$ cat src/rtl/mux_pkg.sv
// rtl/mux_pkg.sv - shared widths, types and states for the multiplexer slice
//
// Purpose: common constants and types used by the mux, the round-robin
//          picker and the arbiter top.
// Contents:
//    W_DW        data width of one channel word
//    N_SEL       selector width
//    N_CH        number of channels (2**N_SEL)
//    dtwidth_t   one channel word
//    selectr_t   channel index / mux selector
//    in_bus_t    packed channel data, channel k in slice k
//    req_vec_t   one bit per channel (requests, grants)
//    arb_state_e output register occupancy
package mux_pkg;

   localparam int W_DW  = 6;
   localparam int N_SEL = 2;
   localparam int N_CH  = 2 ** N_SEL;

   typedef logic [W_DW-1:0]      dtwidth_t;
   typedef logic [N_SEL-1:0]     selectr_t;
   typedef logic [N_CH*W_DW-1:0] in_bus_t;
   typedef logic [N_CH-1:0]      req_vec_t;

   typedef enum logic {EMPTY, FULL} arb_state_e;

endpackage

$ cat src/rtl/mux_rr_arbiter_rr_pick.sv
// rtl/mux_rr_arbiter_rr_pick.sv - combinational round-robin winner search
//
// Purpose: finds the first set request at or after ptr+1, wrapping around.
// Ports:
//    req     in   per-channel request vector
//    ptr     in   last granted channel
//    found   out  at least one request is set
//    winner  out  index of the winning channel
//    onehot  out  one-hot form of winner (zero when nothing found)
module rr_pick
   import mux_pkg::*;
(
   input  req_vec_t req,
   input  selectr_t ptr,
   output logic     found,
   output selectr_t winner,
   output req_vec_t onehot
);

   selectr_t base;
   selectr_t off;
   req_vec_t rot;

   // Rotate so that bit 0 of rot is channel ptr+1, priority-encode the
   // lowest set bit, then add the base back. The index arithmetic is
   // N_SEL bits wide, so the modulo wrap comes for free.
   always_comb begin
      base   = ptr + 1'b1;
      rot    = '0;
      off    = '0;
      found  = 1'b0;
      for (int i = 0; i < N_CH; i++) begin
         rot[i] = req[selectr_t'(base + selectr_t'(i))];
      end
      for (int i = N_CH - 1; i >= 0; i--) begin
         if (rot[i]) begin
            found = 1'b1;
            off   = selectr_t'(i);
         end
      end
      winner = base + off;
      onehot = found ? (req_vec_t'(1) << winner) : '0;
   end

endmodule

$ cat src/rtl/mux_sel.sv
// rtl/mux_sel.sv - N_CH-to-1 word multiplexer
//
// Purpose: selects one W_DW-bit channel word from the packed channel bus.
// Ports:
//    data  in   packed channel words, channel k in slice k
//    sel   in   index of the channel to pass through
//    word  out  selected channel word
module mux_sel
   import mux_pkg::*;
(
   input  in_bus_t  data,
   input  selectr_t sel,
   output dtwidth_t word
);

   assign word = data[sel*W_DW +: W_DW];

endmodule

$ cat src/rtl/mux_rr_arbiter.sv
// rtl/mux_rr_arbiter.sv - round-robin channel arbiter with registered output
//
// Purpose: grants one of N_CH requesters round-robin, steers the mux to it
//          and captures the selected word in a valid/ready output register.
// Ports:
//    clk     in   clock
//    rst     in   asynchronous active-high reset
//    req_i   in   per-channel request
//    data_i  in   packed channel data
//    gnt_o   out  one-hot grant (transfer when req_i[k] & gnt_o[k])
//    sel_o   out  mux selector / granted channel index
//    vld_o   out  output register holds a word
//    data_o  out  registered selected word
//    rdy_i   in   downstream ready (transfer when vld_o & rdy_i)
module mux_rr_arbiter
   import mux_pkg::*;
(
   input  logic     clk,
   input  logic     rst,
   input  req_vec_t req_i,
   input  in_bus_t  data_i,
   output req_vec_t gnt_o,
   output selectr_t sel_o,
   output logic     vld_o,
   output dtwidth_t data_o,
   input  logic     rdy_i
);

   arb_state_e state;
   selectr_t   ptr;
   logic       found;
   selectr_t   winner;
   req_vec_t   onehot;
   dtwidth_t   mux_word;
   logic       accept;
   logic       grant;

   rr_pick u_pick (
      .req    (req_i),
      .ptr    (ptr),
      .found  (found),
      .winner (winner),
      .onehot (onehot)
   );

   mux_sel u_mux (
      .data (data_i),
      .sel  (sel_o),
      .word (mux_word)
   );

   assign vld_o  = (state == FULL);
   // The register can load when empty or when its word leaves this cycle.
   assign accept = !vld_o || rdy_i;
   // Gated by rst so no handshake completes while reset is asserted.
   assign grant  = accept && found && !rst;
   assign gnt_o  = grant ? onehot : '0;
   // With no requests the selector rests on the last granted channel.
   assign sel_o  = rst ? '0 : (found ? winner : ptr);

   always_ff @(posedge clk or posedge rst) begin
      if (rst) begin
         state  <= EMPTY;
         data_o <= '0;
         ptr    <= selectr_t'(N_CH - 1);
      end else begin
         case (state)
            EMPTY: begin
               if (grant) begin
                  data_o <= mux_word;
                  ptr    <= winner;
                  state  <= FULL;
               end
            end
            FULL: begin
               // A new load takes priority over a plain drain.
               if (grant) begin
                  data_o <= mux_word;
                  ptr    <= winner;
                  state  <= FULL;
               end else if (rdy_i) begin
                  state  <= EMPTY;
               end
            end
            default: state <= EMPTY;
         endcase
      end
   end

endmodule

$ cat config.mk
export PLATFORM = sky130hd
export DESIGN_NAME = mux_rr_arbiter
export DESIGN_NICKNAME = d
export VERILOG_FILES = /design/src/rtl/mux_pkg.sv /design/src/rtl/mux_rr_arbiter_rr_pick.sv /design/src/rtl/mux_sel.sv /design/src/rtl/mux_rr_arbiter.sv
export SDC_FILE = /design/constraint.sdc
export NUM_CORES = 1
export LEC_CHECK = 0
export CAP_MARGIN = 5
export CORE_AREA = 3 3 49 60
export DETAILED_ROUTE_END_ITERATION = 10
export DIE_AREA = 0 0 52 63
export HOLD_SLACK_MARGIN = 0.06
export PLACE_DENSITY = 0.75
export SETUP_SLACK_MARGIN = 0.3
export SLEW_MARGIN = 20
export SYNTH_ARGS = -nofsm -noshare
export SYNTH_HDL_FRONTEND = slang
export SYNTH_HIERARCHICAL = 1
export SYNTH_SLANG_ARGS = --single-unit
$ cat constraint.sdc
create_clock -name clk -period 3.3 [get_ports clk]
set_input_delay 0.66 -clock clk [delete_from_list [all_inputs] [get_ports clk]]
set_output_delay 0.66 -clock clk [all_outputs]
set_load 0.05 [all_outputs]
---- Yosys cells after proc, flatten, opt, wreduce, memory -nomap -nowiden ----
Cells that the tools add are included.
operators by class
  reductions and logical operators ........ 5
  shift operators ......................... 2
  order comparisons ....................... 4
  bitwise gates (word level) .............. 1
  muxes and demuxes ....................... 26
  add/subtract/negate cells ............... 5
  multiply operators ...................... 1
operators by type and width
  kind                 number
  $shiftx 24x6->6      1
  $mux 2               7
  $lt 2x3->1 const B   4
  $mux 1               11
  $bmux 1 s2           4
  $mux 4               2
  $mux 6               1
  $add 2x1->2 const B  2
  $add 2x2->2 const B  2
  $mul 2x2->4 const B  1
  $shl 1x2->4 const A  1
  $add 2x2->2          1
  $logic_and 1x1->1    2
  $logic_not 1->1      2
  $pmux 1 s2           1
  $logic_or 1x1->1     1
  $not 1->1            1
word-level totals
  output and inout port bits .............. 13
  logic and storage cells ................. 47
  register bits ........................... 9
  input bits .............................. 31

---- Logic depth before layout (Yosys ltp) ----
Gate-level depths: netlist of run 1.
  word-level depth ........................ 14
  mapped depth ............................ 13
  mapped depth without buffers ............ 12

---- Hierarchy ----
Netlist of run 1, hierarchy kept.
modules (own cells, without submodules)
  module          cells each  sequential area each (um^2)  instances  area each (um^2)
  mux_rr_arbiter  32          227.7                        1          440.4
  rr_pick         40          0.0                          1          286.5
  mux_sel         7           0.0                          1          146.4

---- Worst setup path before layout of run 1 ----
No wires, ideal clock.
  path type ............................... input port to flip-flop
  start ................................... input port req_i[1]
  end ..................................... register data_o[0]
  data arrival time ....................... 3.909 ns
  required time ........................... 3.175 ns
  cell stages on the path ................. 11
  setup time .............................. 0.125 ns
  setup slack ............................. -0.734 ns
  path buffers ............................ 1
  cells stage by stage .................... buf_2 -> or4_2 -> o2111ai_1 -> ha_1 -> xor2_1 -> xnor2_1 -> xor2_1 -> mux2i_1 -> nor2_1 -> mux4_2 -> mux2_4
on the way
  word-level cells in the longest chain between the ends .. 12
  elaborated cells on any way between the ends .. 24
  classes of those cells .................. add/sub: 1; mul: 1; shift: 1; mux: 19; reduce/logical: 2
ends and longest elaborated chain
  element                       RTL line                                    text
  start, declared               mux_rr_arbiter.sv:20                        input req_vec_t req_i,
  $bmux 1 s2                    mux_rr_arbiter_rr_pick.sv:33                rot[i] = req[selectr_t'(base + selectr_t'(i))];
  $mux 1 (implied by the code)  mux_rr_arbiter_rr_pick.sv:33
  $mux 2 (3 in series)          mux_rr_arbiter_rr_pick.sv:36                if (rot[i]) begin
  $mux 2 *                      mux_rr_arbiter_rr_pick.sv:36
  $add 2x2->2 *                 mux_rr_arbiter_rr_pick.sv:41                winner = base + off;
  net winner[1]                 mux_rr_arbiter.sv:32                        selectr_t winner;
  $mux 2 * (2 in series)        mux_rr_arbiter.sv:59                        assign sel_o = rst ? '0 : (found ? winner : ptr);
  net sel_o[1]                  mux_rr_arbiter.sv:23                        output selectr_t sel_o,
  $mul 2x2->4 *                 mux_sel.sv:16                               assign word = data[sel*W_DW +: W_DW];
  $shiftx 24x6->6 *             mux_sel.sv:16
  net mux_word[0]               mux_rr_arbiter.sv:34                        dtwidth_t mux_word;
  $mux 6 *                      mux_rr_arbiter.sv:69, mux_rr_arbiter.sv:77
  end signal, assigned          mux_rr_arbiter.sv:70                        data_o <= mux_word;
  end signal, assigned          mux_rr_arbiter.sv:78                        data_o <= mux_word;
  end, declared                 mux_rr_arbiter.sv:25                        output dtwidth_t data_o,
Mark *: on every way through the listed nets, which the timed path passes. The rest lies on a longest branch. The select of a mux whose other input is x is not followed.
A chain may end at the register's enable or synchronous reset.

---- Worst setup path after layout of run 1 ----
  start ................................... input port req_i[1]
  end ..................................... output port sel_o[1]
on the way
  word-level cells in the longest chain between the ends .. 9
  elaborated cells on any way between the ends .. 19
  classes of those cells .................. add/sub: 1; mux: 18
ends and longest elaborated chain
  element                       RTL line
  $bmux 1 s2                    mux_rr_arbiter_rr_pick.sv:33
  $mux 1 (implied by the code)  mux_rr_arbiter_rr_pick.sv:33
  $mux 2 (3 in series)          mux_rr_arbiter_rr_pick.sv:36
  $mux 2 *                      mux_rr_arbiter_rr_pick.sv:36
  $add 2x2->2 *                 mux_rr_arbiter_rr_pick.sv:41
  net winner[1]                 mux_rr_arbiter.sv:32
  $mux 2 * (2 in series)        mux_rr_arbiter.sv:59
  end, declared                 mux_rr_arbiter.sv:23
Marks and branches as above.

==> results of run 1 <==
metal layers:
layer / up-vias / track usage, %
met5: - / 0
met4: 0 / 8.52
met3: 9 / 5.01
met2: 42 / 30.2
met1: 402 / 15.1
li1: 409 / -
layout make-up:
type                       instances  area share (%)
inverter                           7            1.64
multi-input combinational         59            40.3
tap                               33            2.58
timing repair buffer              62            39.5
clock buffer                       4            1.64
sequential                         9            14.3
cells in the final DEF, fill, tap and decap left out, types with 2 or more instances in the layout:
cell type / instances
sky130_fd_sc_hd__dfrtp_1: 7
sky130_fd_sc_hd__buf_4: 20
sky130_fd_sc_hd__clkbuf_4: 3
sky130_fd_sc_hd__xor2_2: 2
sky130_fd_sc_hd__mux2_4: 8
sky130_fd_sc_hd__inv_1: 7
sky130_fd_sc_hd__nand2_1: 3
sky130_fd_sc_hd__dfstp_2: 2
sky130_fd_sc_hd__nand2b_1: 3
sky130_fd_sc_hd__nor2_1: 7
sky130_fd_sc_hd__and2_2: 3
sky130_fd_sc_hd__clkdlybuf4s50_1: 33
sky130_fd_sc_hd__nor2_4: 2
sky130_fd_sc_hd__buf_12: 6
sky130_fd_sc_hd__mux2i_1: 5
sky130_fd_sc_hd__mux4_2: 6
what timing repair did:
action                                  in CTS  in global routing
endpoints found under the setup margin      12                 12
cloned                                       0                  0
endpoints found under the hold margin        0                  0
resized for setup                           21                  9
pin swaps                                    6                  6
setup buffers                                4                  2
kinds of logic after synthesis:
family / count (synthesis) / synth area share (%)
AO/OA/AOI/OAI: 9 / 10.7
XOR/XNOR: 3 / 3.01
adder cells (fa/ha/maj): 1 / 1.43
buffers and inverters: 11 / 7.45
flip-flops: 9 / 26.1
multiplexers: 20 / 35.2
AND/OR/NAND/NOR: 26 / 16.0
worst reg2reg max path: stages (launching register included):
cell	delay [ns]
sky130_fd_sc_hd__dfstp_2	0.58
sky130_fd_sc_hd__or2_4	0.14
sky130_fd_sc_hd__o21ai_1	0.06
sky130_fd_sc_hd__nand2_1	0.08
sky130_fd_sc_hd__o2111ai_2	0.12
sky130_fd_sc_hd__ha_2	0.22
sky130_fd_sc_hd__xor2_2	0.15
sky130_fd_sc_hd__xnor2_2	0.29
sky130_fd_sc_hd__xor2_2	0.13
sky130_fd_sc_hd__mux2i_2	0.23
sky130_fd_sc_hd__nor2_4	0.08
sky130_fd_sc_hd__buf_4	0.14
sky130_fd_sc_hd__buf_6	0.10
sky130_fd_sc_hd__buf_4	0.14
sky130_fd_sc_hd__mux4_2	0.29
sky130_fd_sc_hd__mux2_4	0.28
power groups by stage:
stage	Sequential (mW)	Clock (mW)	Combinational [mW]
4_1_cts	0.232	0.0834	1.33
5_1_grt	0.241	0.0883	1.52
3_5_place_dp	0.241	0	1.27
2_1_floorplan	0.352	0	0.745
6_report	0.233	0.0826	1.43
3_3_place_gp	0.235	0	1.24
state kept, by name, summed over array words and instances (netlist names):
| signal | count |
|---|---|
| ptr | 2 |
| data_o | 6 |
| vld_o | 1 |
worst min path at each step:
stage,slack [ns],from,endpoint
6_report,0.52,data_o[5]$_DFFE_PP0P_,data_o[5]$_DFFE_PP0P_
5_1_grt,0.54,data_o[3]$_DFFE_PP0P_,data_o[3]$_DFFE_PP0P_
4_1_cts,0.52,data_o[5]$_DFFE_PP0P_,data_o[5]$_DFFE_PP0P_
3_5_place_dp,0.50,data_o[4]$_DFFE_PP0P_,data_o[4]$_DFFE_PP0P_
3_3_place_gp,0.50,data_o[0]$_DFFE_PP0P_,data_o[0]$_DFFE_PP0P_
2_1_floorplan,0.49,rst,data_o[0]$_DFFE_PP0P_
==> impl_summary.log, run 1 <==
[metrics] GRT Total Usage: 16.3%
[metrics] unique cell type count in the Yosys netlist: 30
[metrics] total power consumption of the routed design: 1.74 mW
[metrics] drt total wl: 2420 um
[metrics] Congestion Overflow GR: 0
[metrics] cell area after placement: 1500 um^2
[metrics] later-pin clock latency in the skew report: 0.26 ns
[metrics] CTS clk-pin slew, worst paths: 0.05 ns
[metrics] leading post-synthesis cells by cell area: sky130_fd_sc_hd__dfrtp_1 20%, sky130_fd_sc_hd__mux4_2 15%, sky130_fd_sc_hd__mux2_4 10%
[metrics] Final Setup Violations: 0
[metrics] most common cell in the netlist: sky130_fd_sc_hd__nor2_1
[metrics] max-slew headroom at the worst pin: 60.1%
[metrics] Die Height: 63 um
[metrics] Post-Route M1 WL: 785 um
[metrics] hold-fix buffers at CTS: 0
[metrics] number of enable flip-flop cells after synthesis: 0
[metrics] Syn-to-layout area delta: 83.0%
[metrics] fin crit share: 98.0%
[metrics] Largest delay share family, worst path: simple AND/OR/NAND/NOR gates
[metrics] die width: 52 um
[metrics] required arrival time at the worst endpoint: 2.64 ns
[metrics] cell with the biggest individual delay on the critical path: sky130_fd_sc_hd__or4_4
[metrics] Tightest Hold Check Type: reg -> reg
[metrics] actual transition at the worst max-transition pin: 0.596 ns
[metrics] worst-path cell chain: buf_8, or4_4, o2111ai_2, ha_2, xor2_2, xnor2_2, xor2_2, mux2i_2, nor2_4, buf_12
[metrics] area taken by flip-flops and latches: 228 um^2
[metrics] share of async-settable or async-resettable flops after synthesis: 100%
[metrics] number of I/O pins: 44
[metrics] count of state elements after synthesis: 9
[metrics] NetSw: 0.788 mW
[metrics] startpoint of the lowest-slack register-to-register path: ptr[0]$_DFFE_PP1P_
[metrics] clock tree sinks: 9
[metrics] start-to-end type of the worst setup path: in -> out
[metrics] pre-CTS setup slack: -0.487 ns
[metrics] setup repair after global routing missed its margin: yes
[metrics] number of DRC violations after detailed-routing iteration 0: 5
[metrics] Ys Warns: 6
[metrics] part of the total power dissipated in combinational logic: 81.9%
[metrics] CP dominant cell by count: sky130_fd_sc_hd__xor2_2
[metrics] largest net degree at the start of global routing: 10
[metrics] Worst Clk Skew: 0.00244 ns
[metrics] n_diodes: 0
[metrics] worst path buffer plus inverter count: 2
[metrics] maximum clock insertion buffer count: 2
[metrics] Post-DRT Antenna Nets: 0
[metrics] first element of the critical path: req_i[1]
[metrics] final-report hold violation count: 0
[metrics] largest voltage drop on the vdd net: 0.837 mV
[metrics] worst reg2reg path depth: 15
[metrics] Floorplan Core Area: 2480 um^2
[metrics] maximum achievable frequency: 0.309 GHz
[metrics] share of cells above drive strength 1: 46.8%
[metrics] total power divided by cell area: 1090 nW/um^2
[metrics] half-perimeter wire length after placement: 1960 um
[metrics] total met3 wirelength after detailed routing: 219 um
[metrics] clock tree from TritonCTS: done
[metrics] Root Buffer: sky130_fd_sc_hd__clkbuf_4
[metrics] global-route wire length before repair: 4020 um
[metrics] Critical Path AT: 2.57 ns
[metrics] Final TNS setup: 0 ns
[metrics] proportion of total power due to net switching: 45.2%
[metrics] type of element launching the critical path: primary input
[metrics] core utilization of the finished layout: 64.5%
[metrics] count of mapped cells out of synthesis: 79
[metrics] crit path time final: 3.23 ns
[metrics] routed vias: 862
[metrics] worst flop-to-flop path endpoint: data_o[1]$_DFFE_PP0P_
[metrics] sequential cell area fraction in the yosys report: 26.1%
[metrics] overall die area: 3280 um^2
[metrics] cell row count: 20
[metrics] number of buffers inserted during clock tree synthesis: 3
[metrics] leakage power of the design: 0.695 nW
[metrics] portion of total power attributed to the clock network: 4.7%
[metrics] most common flop cell mapped by yosys: sky130_fd_sc_hd__dfrtp_1
[metrics] worst hold slack: 0.516 ns
[metrics] DR vias/cell: 4.95
[metrics] cell-internal power: 0.956 mW
[metrics] top layer used by detailed routing: met4
[metrics] number of DRC violations after detailed routing: 0
[metrics] share of the synthesized area in the top cell type: 20.1%
[metrics] CTS HTree Levels: 1
[metrics] capturing element type of the critical path: primary output
[metrics] area of the multi-input gates: 644 um^2
[metrics] result of the run: finished, final reports clean
[metrics] worst setup margin: 0.0662 ns
[metrics] commonest cells in the synthesized netlist: 9 x sky130_fd_sc_hd__nor2_1, 7 x sky130_fd_sc_hd__dfrtp_1, 7 x sky130_fd_sc_hd__inv_1
[metrics] cell taking the most area after synthesis: sky130_fd_sc_hd__dfrtp_1
[metrics] number of inserted filler cells in the final layout: 182
[metrics] area of the mapped netlist: 873 um^2
[metrics] global placer's final weighted congestion: 0.715
[metrics] fin. max-slew vios: 0
[metrics] Slowest Stage Delay on Critical Path: 0.50 ns
[metrics] net count of the finished layout: 174
[metrics] Synth Net Count: 111
[metrics] termination of the worst setup path: sel_o[1]
[metrics] Final Non-Filler Cells: 174
[metrics] maximum capacitance violations: 0
[metrics] vias in the first global route: 946
[metrics] post-synthesis area per instance: 11.1 um^2
[metrics] count of port buffers added during placement: 43
[metrics] CP Max Fanout: 5
[metrics] share of total power in sequential cells: 13.3%
[metrics] number of placed instances with taps included: 164
[metrics] initial antenna violation count: 0
[metrics] Detailed Routing Iterations Pass 1: 2
[metrics] register-to-register setup slack: 0.15 ns
[metrics] Crit. path cell count: 10
[metrics] final instance area: 1600 um^2
[metrics] post-detailed-route wirelength per cell: 13.9 um
[metrics] total met2 wirelength after detailed routing: 1330 um
[metrics] initial cell density of the core: 35.3%
[metrics] worst hold path depth: 1
(Power assumes the default switching activity.)
==> run 2: changes to the inputs <==
--- a/config.mk
+++ b/config.mk
@@ -11,6 +11,7 @@
 export DIE_AREA = 0 0 52 63
 export HOLD_SLACK_MARGIN = 0.06
 export PLACE_DENSITY = 0.75
+export RECOVER_POWER = 50
 export SETUP_SLACK_MARGIN = 0.3
 export SLEW_MARGIN = 20
 export SYNTH_ARGS = -nofsm -noshare
==> impl_summary.log, run 2 (synthesis gave the netlist of run 1 again) <==
[metrics] result of the run: finished, final reports clean
[metrics] CP dominant cell by count: sky130_fd_sc_hd__xor2_2
[metrics] number of buffers inserted during clock tree synthesis: 3
[metrics] net count of the finished layout: 174
[metrics] number of DRC violations after detailed routing: 0
[metrics] initial cell density of the core: 35.3%
[metrics] proportion of total power due to net switching: 45.3%
[metrics] overall die area: 3280 um^2
[metrics] final-report hold violation count: 0
[metrics] CP Max Fanout: 5
[metrics] GRT Total Usage: 16.3%
[metrics] fin crit share: 97.9%
[metrics] routed vias: 862
[metrics] final instance area: 1590 um^2
[metrics] share of cells above drive strength 1: 46.1%
[metrics] Final TNS setup: 0 ns
[metrics] worst-path cell chain: buf_8, or4_4, o2111ai_2, ha_2, xor2_2, xnor2_2, xor2_2, mux2i_2, nor2_4, buf_12
[metrics] worst setup margin: 0.0682 ns
[metrics] Syn-to-layout area delta: 82.5%
[metrics] Critical Path AT: 2.57 ns
[metrics] cell with the biggest individual delay on the critical path: sky130_fd_sc_hd__or4_4
[metrics] number of flip-flops under the largest register name: 6
[metrics] leading cell type in the layout, fill and taps excluded: sky130_fd_sc_hd__clkdlybuf4s50_1
[metrics] setup repair after global routing missed its margin: yes
[metrics] CTS clk-pin slew, worst paths: 0.05 ns
[metrics] n_diodes: 0
[metrics] clock tree from TritonCTS: done
[metrics] Final Non-Filler Cells: 174
[metrics] crit path time final: 3.23 ns
[metrics] cell-internal power: 0.952 mW
[metrics] part of the total power dissipated in combinational logic: 81.9%
[metrics] NetSw: 0.787 mW
[metrics] share of total power in sequential cells: 13.4%
[metrics] clock tree sinks: 9
[metrics] cell row count: 20
[metrics] global placer's final weighted congestion: 0.715
[metrics] maximum achievable frequency: 0.309 GHz
[metrics] later-pin clock latency in the skew report: 0.26 ns
[metrics] number of DRC violations after detailed-routing iteration 0: 5
[metrics] drt total wl: 2420 um
[metrics] largest net degree at the start of global routing: 10
[metrics] required arrival time at the worst endpoint: 2.64 ns
[metrics] vias in the first global route: 946
[metrics] half-perimeter wire length after placement: 1960 um
[metrics] count of port buffers added during placement: 43
[metrics] cell area after placement: 1500 um^2
[metrics] initial antenna violation count: 0
[metrics] post-detailed-route wirelength per cell: 13.9 um
[metrics] total power consumption of the routed design: 1.74 mW
[metrics] most flop-heavy register: data_o
[metrics] maximum clock insertion buffer count: 2
[metrics] Largest delay share family, worst path: simple AND/OR/NAND/NOR gates
[metrics] global-route wire length before repair: 4020 um
[metrics] fin. max-slew vios: 0
[metrics] leakage power of the design: 0.693 nW
[metrics] Tightest Hold Check Type: reg -> reg
[metrics] Final Setup Violations: 0
[metrics] start-to-end type of the worst setup path: in -> out
[metrics] Congestion Overflow GR: 0
[metrics] number of I/O pins: 44
[metrics] max-slew headroom at the worst pin: 60.1%
[metrics] core utilization of the finished layout: 64.3%
[metrics] Post-DRT Antenna Nets: 0
[metrics] Floorplan Core Area: 2480 um^2
[metrics] capturing element type of the critical path: primary output
[metrics] type of element launching the critical path: primary input
[metrics] actual transition at the worst max-transition pin: 0.596 ns
[metrics] number of placed instances with taps included: 164
[metrics] hold-fix buffers at CTS: 0
[metrics] DR vias/cell: 4.95
[metrics] Die Height: 63 um
[metrics] commonest non-fill, non-tap cells in the layout: 31 x sky130_fd_sc_hd__clkdlybuf4s50_1, 19 x sky130_fd_sc_hd__buf_4, 8 x sky130_fd_sc_hd__mux2_4
[metrics] portion of total power attributed to the clock network: 4.7%
[metrics] largest voltage drop on the vdd net: 0.837 mV
[metrics] total power divided by cell area: 1090 nW/um^2
[metrics] worst path buffer plus inverter count: 2
[metrics] pre-CTS setup slack: -0.487 ns
[metrics] die width: 52 um
[metrics] Slowest Stage Delay on Critical Path: 0.50 ns
[metrics] Worst Clk Skew: 0.00244 ns
[metrics] Root Buffer: sky130_fd_sc_hd__clkbuf_4
[metrics] Detailed Routing Iterations Pass 1: 2
[metrics] worst hold slack: 0.516 ns
[metrics] maximum capacitance violations: 0
[metrics] CTS HTree Levels: 1
-- run 2: cell types whose count changed in the layout (fill, tap and decap cells not counted) --
cell / delta
sky130_fd_sc_hd__clkbuf_1: +1
sky130_fd_sc_hd__buf_4: -1
sky130_fd_sc_hd__clkdlybuf4s50_1: -2
sky130_fd_sc_hd__dlygate4sd3_1: +2
-- run 2: worst paths after layout --
kind                                        from  cells after the start                     to  slack (ns)
max in group asynchronous                    rst                      2     ptr[1]$_DFFE_PP1P_        2.05
hold reg to reg            data_o[5]$_DFFE_PP0P_                      1  data_o[5]$_DFFE_PP0P_        0.52
setup reg to reg              ptr[0]$_DFFE_PP1P_                     15  data_o[1]$_DFFE_PP0P_        0.15
min in group asynchronous                    rst                      2        vld_o$_DFF_PP0_        0.96
setup / recovery                        req_i[1]                     10               sel_o[1]        0.07
hold / removal             data_o[5]$_DFFE_PP0P_                      1  data_o[5]$_DFFE_PP0P_        0.52
-- run 2: metal layers --
metal | up-vias | GRT usage, % | wire length, um
li1 | 409 | - | -
met1 | 402 | 15.1 | 785
met2 | 42 | 30.2 | 1320
met3 | 9 | 5.01 | 219
met4 | 0 | 8.52 | 93
met5 | - | 0 | 0
-- run 2: power by group through the flow --
stage	clock network [mW]	logic [mW]	registers, mW
3_3_place_gp	0	1.24	0.235
3_5_place_dp	0	1.27	0.241
4_1_cts	0.0834	1.33	0.232
2_1_floorplan	0	0.745	0.352
6_report	0.0826	1.42	0.232
5_1_grt	0.0883	1.52	0.241
-- run 2: cell type report --
class                   instances  area [um^2]
fillers                       182          883
multi-input cells              59          644
repair buffers                 62          628
flip-flops and latches          9          228
well taps                      33         41.3
clock buffers                   4         26.3
inverters                       7         26.3
-- run 2: what timing repair did --
action                                 4_1_cts  5_1_grt
setup buffers                                4        2
pin swaps                                    6        6
endpoints found under the hold margin        0        0
setup endpoints to repair                   12       12
gates resized for setup                     21        9
-- run 2: worst register-to-register path: cells and delay by family (launching register included) --
kind | cells | cell delay, ns
buffers and inverters | 3 | 0.38
XOR/XNOR | 3 | 0.57
flip-flops | 1 | 0.58
adder cells (fa/ha/maj) | 1 | 0.22
multiplexers | 3 | 0.80
AND/OR/NAND/NOR | 3 | 0.30
AO/OA/AOI/OAI | 2 | 0.18
